[config.mk]
export PLATFORM = sky130hd
export DESIGN_NAME = micro_sequencer
export DESIGN_NICKNAME = d
export VERILOG_FILES = /design/src/rtl/cpu_pkg.sv /design/src/rtl/btn_cond.sv /design/src/rtl/micro_sequencer.sv
export SDC_FILE = /design/constraint.sdc
export NUM_CORES = 1
export LEC_CHECK = 0
export CAP_MARGIN = 10
export CORE_ASPECT_RATIO = 1.5
export CORE_MARGIN = 5
export CORE_UTILIZATION = 50
export DETAILED_ROUTE_END_ITERATION = 6
export PLACE_DENSITY = 0.67
export RECOVER_POWER = 25
export SYNTH_ARGS = -nofsm -noshare
export SYNTH_HDL_FRONTEND = slang
export SYNTH_SLANG_ARGS = --single-unit
[constraint.sdc]
create_clock -name clk -period 8.99 [get_ports clk]
set_input_delay 2.2475 -clock clk [delete_from_list [all_inputs] [get_ports clk]]
set_output_delay 2.2475 -clock clk [all_outputs]
set_load 0.02 [all_outputs]
[src/rtl/cpu_pkg.sv]
// Shared cpu definitions: microinstruction width, field slices and the
// micro-sequencer state encoding.
package cpu_pkg;

   localparam int MIR_W = 28;

   // Microinstruction field slices (hi/lo bit positions).
   localparam int SHIFT_HI = 27;
   localparam int SHIFT_LO = 26;
   localparam int ALU_HI   = 25;
   localparam int ALU_LO   = 20;
   localparam int MEM_HI   = 19;
   localparam int MEM_LO   = 18;
   localparam int B_HI     = 17;
   localparam int B_LO     = 14;
   localparam int C_HI     = 13;
   localparam int C_LO     = 4;
   localparam int SEL_HI   = 3;
   localparam int SEL_LO   = 0;

   localparam logic [MIR_W-1:0] MIR_NOP = '0;

   typedef enum logic [1:0] {
      IDLE = 2'd0,
      RUN  = 2'd1,
      STEP = 2'd2,
      DONE = 2'd3
   } seq_state_t;

endpackage

[src/rtl/btn_cond.sv]
// Raw switch conditioning: 2-flop synchronizer, level debounce, and a
// registered one-cycle pulse on each accepted rising level.
module btn_cond #(
   parameter int DEB_CYCLES = 250000
) (
   input  logic clk,
   input  logic rst_n,
   input  logic raw,
   output logic pulse
);

   localparam int CW = (DEB_CYCLES > 1) ? $clog2(DEB_CYCLES) : 1;
   localparam logic [CW-1:0] CNT_LAST = CW'(DEB_CYCLES - 1);

   logic          sync1;
   logic          sync2;
   logic          level;
   logic          level_q;
   logic [CW-1:0] cnt;

   // Any sample equal to the accepted level restarts the stability count.
   always_ff @(posedge clk or negedge rst_n) begin
      if (!rst_n) begin
         sync1   <= 1'b0;
         sync2   <= 1'b0;
         level   <= 1'b0;
         level_q <= 1'b0;
         cnt     <= '0;
         pulse   <= 1'b0;
      end else begin
         sync1   <= raw;
         sync2   <= sync1;
         level_q <= level;
         pulse   <= level & ~level_q;
         if (sync2 == level) begin
            cnt <= '0;
         end else if (cnt == CNT_LAST) begin
            level <= sync2;
            cnt   <= '0;
         end else begin
            cnt <= cnt + CW'(1);
         end
      end
   end

endmodule

[src/rtl/micro_sequencer.sv]
// Writable control store plus sequencer that feeds 28-bit microinstructions
// into the cpu mir input in free-run or single-step mode.
module micro_sequencer
   import cpu_pkg::*;
#(
   parameter int DEPTH      = 16,
   parameter int AW         = 4,
   parameter int DEB_CYCLES = 250000
) (
   input  logic             clk,
   input  logic             rst_n,
   input  logic             start_sw,
   input  logic             step_sw,
   input  logic             halt_sw,
   input  logic             step_mode,
   input  logic [AW:0]      prog_len,
   input  logic             load_en,
   input  logic [AW-1:0]    load_addr,
   input  logic [MIR_W-1:0] load_data,
   output logic [MIR_W-1:0] mir,
   output logic [AW-1:0]    upc,
   output logic             busy,
   output logic             done,
   output seq_state_t       state
);

   logic start_p;
   logic step_p;
   logic halt_p;

   btn_cond #(.DEB_CYCLES(DEB_CYCLES)) u_start (
      .clk(clk), .rst_n(rst_n), .raw(start_sw), .pulse(start_p));
   btn_cond #(.DEB_CYCLES(DEB_CYCLES)) u_step (
      .clk(clk), .rst_n(rst_n), .raw(step_sw), .pulse(step_p));
   btn_cond #(.DEB_CYCLES(DEB_CYCLES)) u_halt (
      .clk(clk), .rst_n(rst_n), .raw(halt_sw), .pulse(halt_p));

   logic [MIR_W-1:0] store [DEPTH];
   logic [AW:0]      ptr;
   logic [AW:0]      len;
   logic [AW:0]      ptr_inc;
   logic             last;
   logic             load_ok;
   logic [MIR_W-1:0] rd_word;

   assign ptr_inc = ptr + (AW+1)'(1);
   assign last    = (ptr_inc == len);
   assign rd_word = store[ptr[AW-1:0]];

   // load_en is a bare write strobe with no ready: writes landing while
   // busy are dropped, and same-cycle reads see the pre-write word.
   assign load_ok = load_en && ((state == IDLE) || (state == DONE));

   always_ff @(posedge clk) begin
      if (load_ok) begin
         store[load_addr] <= load_data;
      end
   end

   always_ff @(posedge clk or negedge rst_n) begin
      if (!rst_n) begin
         state <= IDLE;
         mir   <= MIR_NOP;
         upc   <= '0;
         busy  <= 1'b0;
         done  <= 1'b0;
         ptr   <= '0;
         len   <= '0;
      end else begin
         mir <= MIR_NOP;
         if (halt_p) begin
            state <= IDLE;
            upc   <= '0;
            busy  <= 1'b0;
            done  <= 1'b0;
         end else begin
            case (state)
               IDLE, DONE: begin
                  upc <= '0;
                  if (start_p) begin
                     len <= prog_len;
                     ptr <= '0;
                     if (prog_len == '0) begin
                        state <= DONE;
                        busy  <= 1'b0;
                        done  <= 1'b1;
                     end else begin
                        state <= step_mode ? STEP : RUN;
                        busy  <= 1'b1;
                        done  <= 1'b0;
                     end
                  end
               end
               RUN: begin
                  mir <= rd_word;
                  upc <= ptr[AW-1:0];
                  ptr <= ptr_inc;
                  if (last) begin
                     state <= DONE;
                     busy  <= 1'b0;
                     done  <= 1'b1;
                  end
               end
               STEP: begin
                  if (step_p) begin
                     mir <= rd_word;
                     upc <= ptr[AW-1:0];
                     ptr <= ptr_inc;
                     if (last) begin
                        state <= DONE;
                        busy  <= 1'b0;
                        done  <= 1'b1;
                     end
                  end
               end
               default: begin
                  state <= IDLE;
                  busy  <= 1'b0;
                  done  <= 1'b0;
               end
            endcase
         end
      end
   end

endmodule

# After elaboration in Yosys (flattened, before gate mapping)
# Memory sizes are Yosys's and may differ from the RTL's.
# Cells that the tools add are included.
totals:
  regBits: 115
  ramBits: 448
  inputBits: 44
  out_inout_bits: 36
  wordCells: 101
  mem_count: 1
classes:
  n_addsub: 4
  n_eq_ne: 14
  mux: 36
  bitwise: 10
  reduce_logical: 11
mem_list:
  columns: ["memory", "depth", "word_bits", "rd", "rd_clocked_by_memory_dff", "wr", "line", "source"]
  rows:
  - ["store", 16, 28, 1, 0, 1, "micro_sequencer.sv:38", "logic [MIR_W-1:0] store [DEPTH];"]
op_table:
  columns: ["operator", "n"]
  rows:
  - ["18-bit 2-to-1 mux", 6]
  - ["28-bit 2-to-1 mux", 2]
  - ["28-bit one-hot mux with 2 select lines", 1]
  - ["18-bit by 1-bit adder with 18-bit output, second input constant", 3]
  - ["18-bit == test, second input constant", 3]
  - ["5-bit one-hot mux with 3 select lines", 1]
  - ["1-bit 2-to-1 mux", 12]
  - ["2-bit 2-to-1 mux", 6]
  - ["4-bit one-hot mux with 3 select lines", 1]
  - ["5-bit 2-to-1 mux", 2]
  - ["4-bit 2-to-1 mux", 2]
  - ["2-bit AND reduction", 4]
  - ["1-bit inverter", 7]
  - ["3-bit by 1-bit inequality test with 1-bit output, second input constant", 2]
  - ["1-bit one-hot mux with 3 select lines", 2]
  - ["2-bit one-hot mux with 3 select lines", 1]
  - ["3-bit AND reduction", 2]
  - ["5-bit by 1-bit adder with 5-bit output, second input constant", 1]
  - ["5-bit == test", 1]
  - ["5-bit logical NOT", 1]
  - ["2-bit == test, second input constant", 2]
  - ["2-bit by 1-bit inequality test with 1-bit output, second input constant", 2]
  - ["1-bit bitwise AND", 3]
  - ["1-bit == test", 3]
  - ["other kinds (5)", 5]

# Logic depth before layout (Yosys ltp)
# Gate-level depths: netlist of run 1.
logic_depth:
  word_depth: 6
  ltp_mapped: 7
  ltp_nobuf: 6

# Cells and area by module
# From an unflattened synthesis of run 1, not the netlist that was laid out.
unflattened:
  cells_unflattened: 1145
  area_unflattened_um2: 22006.1
modules_own_cells:
  columns: ["mod", "n_inst", "cells_each", "area_each_um2", "seq_area_each_um2"]
  rows:
  - ["micro_sequencer", 1, 842, 18748.0, 14604.0]
  - ["btn_cond", 3, 101, 1086.0, 575.6]

# Worst setup path after synthesis of run 1
# Ideal clock, no wire load.
synth_timing:
  path_kind: "in2reg"
  from: "input port load_en"
  to: "memory store[0][0] (enable)"
  arrival_ns: 4.621
  required_ns: 8.542
  slack_ns: 3.920
  stages: 3
  path_cell_list: "nand2_1 > or3_1 > nor3_1"
synth_via:
  elab_chain_cells: 3
synth_lines:
  columns: ["item", "line", "source"]
  rows:
  - ["start, declared", "micro_sequencer.sv:17", "input logic load_en,"]
  - ["1-bit logical AND", "micro_sequencer.sv:52", "assign load_ok = load_en && ((state == IDLE) || (state == DONE));"]
  - ["1-bit 2-to-1 mux", "micro_sequencer.sv:55", "if (load_ok) begin"]
  - ["1-bit 2-to-1 mux (not written as such)", "micro_sequencer.sv:56", "store[load_addr] <= load_data;"]
  - ["end, declared", "micro_sequencer.sv:38", null]
# Every way passes these cells.

==> results of run 1 <==
per-layer routing:
metal	track usage	vias up	share of wire
li1	-	4787	-
met1	0.233	5609	0.40
met2	0.331	241	0.54
met3	0.0261	55	0.041
met4	0.0474	2	0.016
met5	0	-	0.00046
flip-flops by register name (all words and copies together) (netlist names), 2 cells and up:
signal       count
upc              4
state            2
ptr              5
mir             28
u_halt.cnt      18
len              5
store          448
u_start.cnt     18
u_step.cnt      18
cell type report:
class | count | share of cell area
inverter | 11 | 0.00164
tap | 570 | 0.0284
timing repair buffer | 92 | 0.0350
clock buffer | 73 | 0.0603
multi-input combinational | 520 | 0.213
sequential | 563 | 0.651
clock inverter | 24 | 0.0107
worst paths after layout:
| check | startpoint | to | slack [ns] | cells after the start |
|---|---|---|---|---|
| max | rst_n | ptr[1]$_DFFE_PN0P_ | 4.24 | 2 |
| min | u_start.sync1$_DFF_PN0_ | u_start.sync2$_DFF_PN0_ | 0.36 | 0 |
| max reg2reg | ptr[3]$_DFFE_PN0P_ | mir[10]$_DFF_PN0_ | 4.42 | 3 |
| min reg2reg | u_start.sync1$_DFF_PN0_ | u_start.sync2$_DFF_PN0_ | 0.36 | 0 |
| max in group clk | ptr[3]$_DFFE_PN0P_ | mir[10]$_DFF_PN0_ | 4.42 | 3 |
| min in group asynchronous | rst_n | u_halt.cnt[12]$_DFF_PN0_ | 2.56 | 1 |
power by group:
| group | switching [mW] | internal [mW] |
|---|---|---|
| sequential | 0.00982 | 2.85 |
| combinational | 0.0735 | 0.0294 |
| clock | 0.932 | 1.32 |
cells by family after synthesis:
| kind of cell | after synthesis | synth area share |
|---|---|---|
| AND/OR/NAND/NOR | 215 | 0.0506 |
| XOR/XNOR | 44 | 0.0176 |
| multiplexers | 178 | 0.146 |
| adder cells (fa/ha/maj) | 6 | 0.00343 |
| buffers and inverters | 57 | 0.0110 |
| AO/OA/AOI/OAI | 77 | 0.0240 |
| flip-flops | 563 | 0.747 |
through the flow:
stage / std cells / utilization
after detailed placement: 1756 / 0.543
after global placement: 1756 / 0.543
after floorplan: 1140 / -
after global routing: 1853 / 0.583
after CTS: 1853 / 0.584
final: 1853 / 0.583
cell usage in the layout, fill, tap and decap left out, drive strengths merged, types with 4 or more instances in the layout:
| cell type | n |
|---|---|
| or3 | 5 |
| dlygate4sd3 | 20 |
| a21oi | 21 |
| clkinv | 16 |
| nand2b | 4 |
| xor2 | 21 |
| clkbuf | 75 |
| mux2i | 56 |
| o22ai | 28 |
| o21ai | 9 |
| nor4 | 11 |
| and3 | 7 |
| xnor2 | 23 |
| inv | 11 |
| nor3 | 14 |
| bufinv | 5 |
| nor2b | 5 |
| mux4 | 112 |
| nand3 | 30 |
| or4 | 10 |
| dfrtp | 115 |
| edfxtp | 448 |
| o31ai | 9 |
| and4 | 6 |
| clkdlybuf4s50 | 58 |
| nor2 | 70 |
| nand2 | 29 |
| ha | 6 |
| mux2 | 10 |
| nand4 | 16 |
| buf | 12 |
==> impl_metrics.toml, run 1 <==
[run_status]
status = "finished with violations"
violations = "max-capacitance violations, max-slew violations"

[layout]
antenna_cells = 0
final_layout_size_suffix_gt1_frac = 0.187
syn_to_final_growth_pct = 14.8
fill_cells = 3161
multi_input_area_sq_um = 5360
design_area_sq_um = 25100
regArea_sq_um = 16300
final_nets = 1290

[routing]
drc = 0
first_pass_iters = 5
totalWireLength_microns = 43200
routedWlPerCell_microns = 23.3
vias = 10700
ant_nets = 0
drt_iter0_markers = 730
via_per_inst = 5.77

[worst_setup_path]
cp_slowest_cell = "clkbuf_1"
crit_required_ns = 9.45
max_stage_delay_ns = 1.92
crit_type = "in2async"
start_kind = "input port"
cp_max_fo = 75
cp.arrival_ns = 5.21
crit_family = "buffers and inverters"
path_cells = "clkbuf_1 -> buf_4"
path_buf_inv = 2
cp-end-kind = "async pin"

[sta]
timing.fmax_ghz = 0.210
max_slew_margin = -1.07
rsz0062_at_grt = "no"
hold_viol = 0
fin_worst_skew_ns = 0.00869
min_period_over_period = 0.529
tns_ns = 0
period_minus_slack_ns = 4.75
fin_ws_ns = 4.24
maxSlewViolCount = 205
finalSetupViolations = 0
max_slew.worst_pin.slew_ns = 3.11
whs_ns = 0.360

[clocking]
cts_tree = "built"
htree_num_levels = 2
cts_buffers = 52
clock_latency_ns = 0.57
cts-resized-gates = 0
cts_sinks = 563
postCtsSetupBuffers = 0
cts-root-buf = "clkbuf_16"
clock_path_buffers = 3
clk_pin_slew_ns = 0.06
postCtsHoldBufs = 0

[global_routing]
grt_max_degree = 76
grt_pass1_wl_microns = 68200
grt_usage = 0.183
grt_pass1_vias = 11500
overflow = 0
antenna_found_initial = 1

[floorplanning]
io_pins = 80
die-area_sq_um = 48100
start_util = 0.508
row_count = 93
dieHeight_microns = 266
core-area_sq_um = 43100
die_x_microns = 181

[synthesis]
synthArstFlopShare = 0.204
netlist.area_leader.share = 0.615
ys_ff_latch = 563
ys.flop_type = "edfxtp_1"
syn_nets = 1190
syn-cell-area_sq_um = 21900
synth_cells = 1140
yosysMostFrequentCell = "edfxtp_1"
synth_area_leader_cell = "edfxtp_1"
yosys.cell_types.count = 45
synth_top_cells_by_count = "edfxtp_1 (448), dfrtp_1 (115), mux4_2 (112)"
synth_edf_count = 448
syn_avg_cell_area_sq_um = 19.2
synthTopCellsByArea = "edfxtp_1 (62%), dfrtp_1 (13%), mux4_2 (12%), mux2i_1 (2.6%), nor2_1 (1.2%)"
yosysSeqAreaShare = 0.747
synth_warnings = 0

[placed_design]
dpl_cell_area_sq_um = 23400
pre_cts_ws_ns = 4.31
finalWeightedCongestion = 0.779
port_buffers = 79
dp_hpwl_microns = 24200

[power]
p_leak_nw = 8.10
total_power_mw = 5.21
p_per_area_nw_per_um2 = 208
peakVddDrop_uv = 151

[worst_hold_path]
hp-class = "reg2reg"

[run]
cap_violations = 7
No activity file was read; power rests on OpenSTA's default activity.
==> run 2, diff against run 1 <==
Settings changed: PLACE_DENSITY 0.67 to 0.7.
Clock period 8.99 ns to 4.05 ns, I/O delays scaled along.
==> run 2 against run 1 <==
Compared with the run above:
- the flow still finishes with violations (max-capacitance violations, max-slew violations)
- sequential cell count unchanged
- critical path type is now reg2reg
- critical path depth is 4 higher
- combinational power is 150% higher
- hold slack worse by 0.0064 ns
- first-iteration DRC count is 16% higher
- power increased by 120%
- die area stayed put
- highest routed layer is now met4
- via count grew 2.4%
==> impl_metrics.toml, run 2 (same netlist as run 1, synthesis figures left out) <==
[run_status]
status = "finished with violations"
violations = "max-capacitance violations, max-slew violations"

[sta]
timing.fmax_ghz = 0.353
period_minus_slack_ns = 2.84
finalSetupViolations = 0
max_slew.worst_pin.slew_ns = 1.59
max_slew_margin = -0.0585
rsz0062_at_grt = "no"
fin_worst_skew_ns = 0.0152
tns_ns = 0
maxSlewViolCount = 55
min_period_over_period = 0.700
hold_viol = 0

[layout]
antenna_cells = 0
syn_to_final_growth_pct = 15.3
utilization = 0.586
reg_top3 = "store x448, mir x28"
final_cell_mix = "edfxtp_1 (448), mux4_2 (112), dfrtp_1 (112), clkdlybuf4s50_1 (64), nor2_1 (58)"
fill_cells = 3124
layout_commonest_cell = "edfxtp_1"
final_nets = 1305
top_register = "store"
final_layout_size_suffix_gt1_frac = 0.196
largest_reg_flops = 448

[clocking]
postCtsSetupBuffers = 0
postCtsHoldBufs = 0
cts-root-buf = "clkbuf_16"
clock_path_buffers = 3
clock_latency_ns = 0.57
htree_num_levels = 2
clk_pin_slew_ns = 0.07
cts-resized-gates = 0
cts_tree = "built"
cts_buffers = 51
cts_sinks = 563

[floorplanning]
die-area_sq_um = 48100
io_pins = 80
core-area_sq_um = 43100
die_x_microns = 181
dieHeight_microns = 266
row_count = 93
start_util = 0.508

[routing]
drc = 0
ant_nets = 0
drt_iter0_markers = 850
first_pass_iters = 7
vias = 11000
totalWireLength_microns = 47200
via_per_inst = 5.87
routedWlPerCell_microns = 25.3

[global_routing]
overflow = 0
grt_max_degree = 115
grt_pass1_wl_microns = 71400
grt-busiest-layer = "met2"
grt_pass1_vias = 11500
grt_usage = 0.196
use_met1 = 0.235
use_met3 = 0.0299
antenna_found_initial = 0
grt_util_met2 = 0.357

[worst_setup_path]
crit_required_ns = 4.32
crit_family = "simple AND/OR/NAND/NOR gates"
cp_slowest_cell = "nor2_4"
start_kind = "flop"
crit_type = "reg2reg"
path_cells = "inv_1 -> ha_1 -> nand2_1 -> or3_1 -> nor2_4 -> buf_4"
path_buf_inv = 2
cp.arrival_ns = 3.11
max_stage_delay_ns = 0.61
reg2reg_from = "state[0]$_DFFE_PN0P_"
cp-end-kind = "flop"
cp_max_fo = 17
startpoint = "state[0]$_DFFE_PN0P_"

[run]
cap_violations = 1

[power]
p_per_area_nw_per_um2 = 448
p_leak_nw = 8.15
peakVddDrop_uv = 315

[worst_hold_path]
hp-class = "reg2reg"
min_from = "u_step.sync1$_DFF_PN0_"

[placed_design]
finalWeightedCongestion = 0.807
port_buffers = 79
dp_hpwl_microns = 29900
## run 2: cell types whose count changed in the layout (fill, tap and decap cells not counted), sizes merged, moves of 2 or more
cell | before | now
buf | 12 | 29
clkbuf | 75 | 67
clkdlybuf4s50 | 58 | 64
clkinvlp | 3 | 5
dlygate4sd3 | 20 | 14
inv | 11 | 15
## run 2: layout make-up
| cell class | count | area (sq um) | area share |
|---|---|---|---|
| multi-input combinational | 520 | 5400 | 0.214 |
| sequential | 563 | 16300 | 0.648 |
| timing repair buffer | 108 | 1090 | 0.0433 |
| clock buffer | 66 | 1350 | 0.0537 |
| inverter | 11 | 41.3 | 0.00164 |
| clock inverter | 28 | 274 | 0.0109 |
| tap | 570 | 713 | 0.0283 |
## run 2: stage by stage
step                      instance area (sq um)  power (mW)  hold slack, ns  setup slack, ns  cells
after CTS                                 25200        11.4           0.352             1.20   1866
final                                     25200        11.3           0.354             1.21   1866
after floorplan                           21900        6.53           0.331            0.215   1140
after global placement                    23600        6.72           0.343            0.718   1772
after global routing                      25200        11.7           0.356             1.04   1866
after detailed placement                  23600        6.73           0.341            0.723   1772
## run 2: report_power, final
| group | switching (mW) | total (mW) | internal [mW] |
|---|---|---|---|
| Clock | 2.06 | 4.70 | 2.64 |
| Combinational | 0.183 | 0.256 | 0.0735 |
| Sequential | 0.0231 | 6.35 | 6.32 |
| Total | 2.27 | 11.3 | 9.03 |
## run 2: per-layer routing
metal,part of all wire,vias to the layer above
li1,-,4817
met4,0.041,0
met5,0,-
met3,0.045,77
met2,0.54,329
met1,0.37,5728
## run 2: path summary, 6_finish.rpt
kind	endpoint	slack [ns]	depth (start not counted)
min	u_step.sync2$_DFF_PN0_	0.35	0
max	store[12][11]$_DFFE_PP_	1.21	6
min in group asynchronous	u_halt.sync2$_DFF_PN0_	0.86	1
max in group asynchronous	ptr[1]$_DFFE_PN0P_	2.07	1
max reg2reg	store[12][11]$_DFFE_PP_	1.21	6
min reg2reg	u_step.sync2$_DFF_PN0_	0.35	0
==> run 3, diff against run 2 <==
Clock period 4.05 ns to 2.6 ns, I/O delays scaled along.
==> run 3 against run 2 <==
Compared with the run above:
- the flow now finishes without violations
- sequential share of layout area shrank 1.6 points
- critical path depth fell by 5
- largest cell class unchanged
- via count rose by 0.98%
- design area grew 2.5%
- non-clock buffer count up 28
- sequential power increased by 56%
- global-route usage decreased by 0.38 points
- first-iteration DRC count grew 12%
- core utilization is 1.4 points higher
==> impl_metrics.toml, run 3 (same netlist as run 1, synthesis figures left out) <==
[run_status]
status = "completed"

[worst_hold_path]
min_delay_path_depth = 0
min_from = "u_halt.sync1$_DFF_PN0_"
hold_path_end = "u_halt.sync2$_DFF_PN0_"
hp-class = "reg2reg"

[clocking]
cts_sinks = 563
clk_pin_slew_ns = 0.07
cts-root-buf = "clkbuf_16"
cts_buffers = 51
clock_path_buffers = 3
htree_num_levels = 2
cts-resized-gates = 0
cts_tree = "built"
clock_latency_ns = 0.59

[sta]
finalSetupViolations = 0
fin_worst_skew_ns = 0.0209
hold_viol = 0
fin_ws_ns = 0.343
period_minus_slack_ns = 2.26
rsz0062_at_grt = "no"
whs_ns = 0.370
min_period_over_period = 0.868
max_slew.worst_pin.slew_ns = 1.37
max_slew_margin = 0.0853
maxSlewViolCount = 0
timing.fmax_ghz = 0.443

[global_routing]
overflow = 0
grt_pass1_wl_microns = 70500
grt_pass1_vias = 11500
grt_max_degree = 70
antenna_found_initial = 1
grt_usage = 0.193

[worst_setup_path]
path_buf_inv = 1
crit_type = "reg2out"
cp_max_fo = 4
path_cells = "clkdlybuf4s50_1"
max_stage_delay_ns = 0.62
crit_family = "buffers and inverters"
r2r-end = "state[0]$_DFFE_PN0P_"
start_kind = "flop"
reg2reg_from = "ptr[0]$_DFFE_PN0P_"
cp_slowest_cell = "clkdlybuf4s50_1"
cp-end-kind = "output port"
crit_required_ns = 1.95
ff2ff_setup_slack_ns = 0.41
cp.arrival_ns = 1.61
reg2regPathDepth = 5

[power]
intPower_mw = 14.6
peakVddDrop_uv = 461
switching_share = 0.197
clkPwrFrac = 0.434
combPwrFrac = 0.023
power_switching_mw = 3.58
total_power_mw = 18.2
p_seq_frac = 0.542
p_leak_nw = 8.44
p_per_area_nw_per_um2 = 706

[routing]
first_pass_iters = 4
routedWlPerCell_microns = 24.4
ant_nets = 0
totalWireLength_microns = 46300
drt_iter0_markers = 950
via_per_inst = 5.83
vias = 11100
drc = 0

[floorplanning]
core-area_sq_um = 43100
io_pins = 80
die_x_microns = 181
row_count = 93
start_util = 0.508
dieHeight_microns = 266
die-area_sq_um = 48100

[layout]
layout_commonest_cell = "edfxtp_1"
final_layout_size_suffix_gt1_frac = 0.219
multi_input_area_sq_um = 5420
regArea_sq_um = 16300
final_cell_mix = "edfxtp_1 (448), mux4_2 (112), dfrtp_1 (112), clkdlybuf4s50_1 (61), nor2_1 (58)"
top_register = "store"
fill_cells = 3054
reg_top3 = "store x448, mir x28"
largest_reg_flops = 448
syn_to_final_growth_pct = 18.2
final_nets = 1333

[placed_design]
finalWeightedCongestion = 0.809
pre_cts_ws_ns = 0.0897
dp_hpwl_microns = 28700
port_buffers = 79

[run]
cap_violations = 0
[run 3: changes by cell type in the layout (fill, tap and decap cells not counted), moves of 3 or more]
cell	before	now
buf_12	7	24
dlygate4sd3_1	14	18
inv_6	4	1
nor3_4	0	4
bufinv_16	4	8
clkbuf_1	14	7
clkbuf_8	0	8
buf_4	22	31
clkdlybuf4s50_1	64	61
nor3_2	4	0
[run 3: layer usage]
layer | part of all wire | track usage
met1 | 0.39 | 0.254
met2 | 0.53 | 0.338
met3 | 0.056 | 0.0270
met4 | 0.026 | 0.0573
met5 | 0 | 0
[run 3: worst max path at each step]
| stage | cells after the start | slack, ns | from | to |
|---|---|---|---|---|
| after floorplan | 5 | -0.41 | state[0]$_DFFE_PN0P_ | store[7][0]$_DFFE_PP_ |
| after global placement | 6 | 0.08 | load_en | store[0][11]$_DFFE_PP_ |
| after detailed placement | 6 | 0.09 | load_en | store[0][7]$_DFFE_PP_ |
| after CTS | 1 | 0.29 | state[0]$_DFFE_PN0P_ | state[0] |
| after global routing | 5 | 0.20 | ptr[0]$_DFFE_PN0P_ | state[0]$_DFFE_PN0P_ |
| final | 1 | 0.34 | state[0]$_DFFE_PN0P_ | state[0] |
[run 3: repair_timing]
item,CTS,global route
hold buffers,1,0
endpoints found under the hold margin,20,0
endpoints found under the setup margin,0,0
setup buffers,0,0
[run 3: power by group through the flow]
stage	registers, mW	clock network, mW	logic, mW
after floorplan	10.1	0	0.114
after global placement	10.1	0	0.428
after detailed placement	10.1	0	0.442
after CTS	9.89	8.08	0.443
after global routing	9.89	8.46	0.466
final	9.89	7.91	0.428
[run 3: layout make-up]
| class | count | share of cell area |
|---|---|---|
| Timing Repair Buffer | 136 | 0.0585 |
| Clock buffer | 64 | 0.0544 |
| Antenna cell | 1 | 0.0000969 |
| Sequential cell | 563 | 0.633 |
| Clock inverter | 31 | 0.0154 |
| Tap cell | 570 | 0.0276 |
| Inverter | 11 | 0.00160 |
| Multi-Input combinational cell | 520 | 0.210 |
[run 3: worst register-to-register path: stages (launching register included)]
cell	delay (ns)
dfrtp_4	0.54
ha_1	0.29
xnor2_1	0.15
a2111oi_0	0.54
nor4_1	0.20
o311a_1	0.35
[run 3: per-stage QoR]
step	area [sq um]	instances	TNS [ns]	utilization
after floorplan	21900	1140	-87.92	-
after global placement	24000	1799	0	0.558
after detailed placement	24000	1799	0	0.558
after CTS	25800	1895	0	0.600
after global routing	25800	1895	0	0.600
final	25800	1896	0	0.600
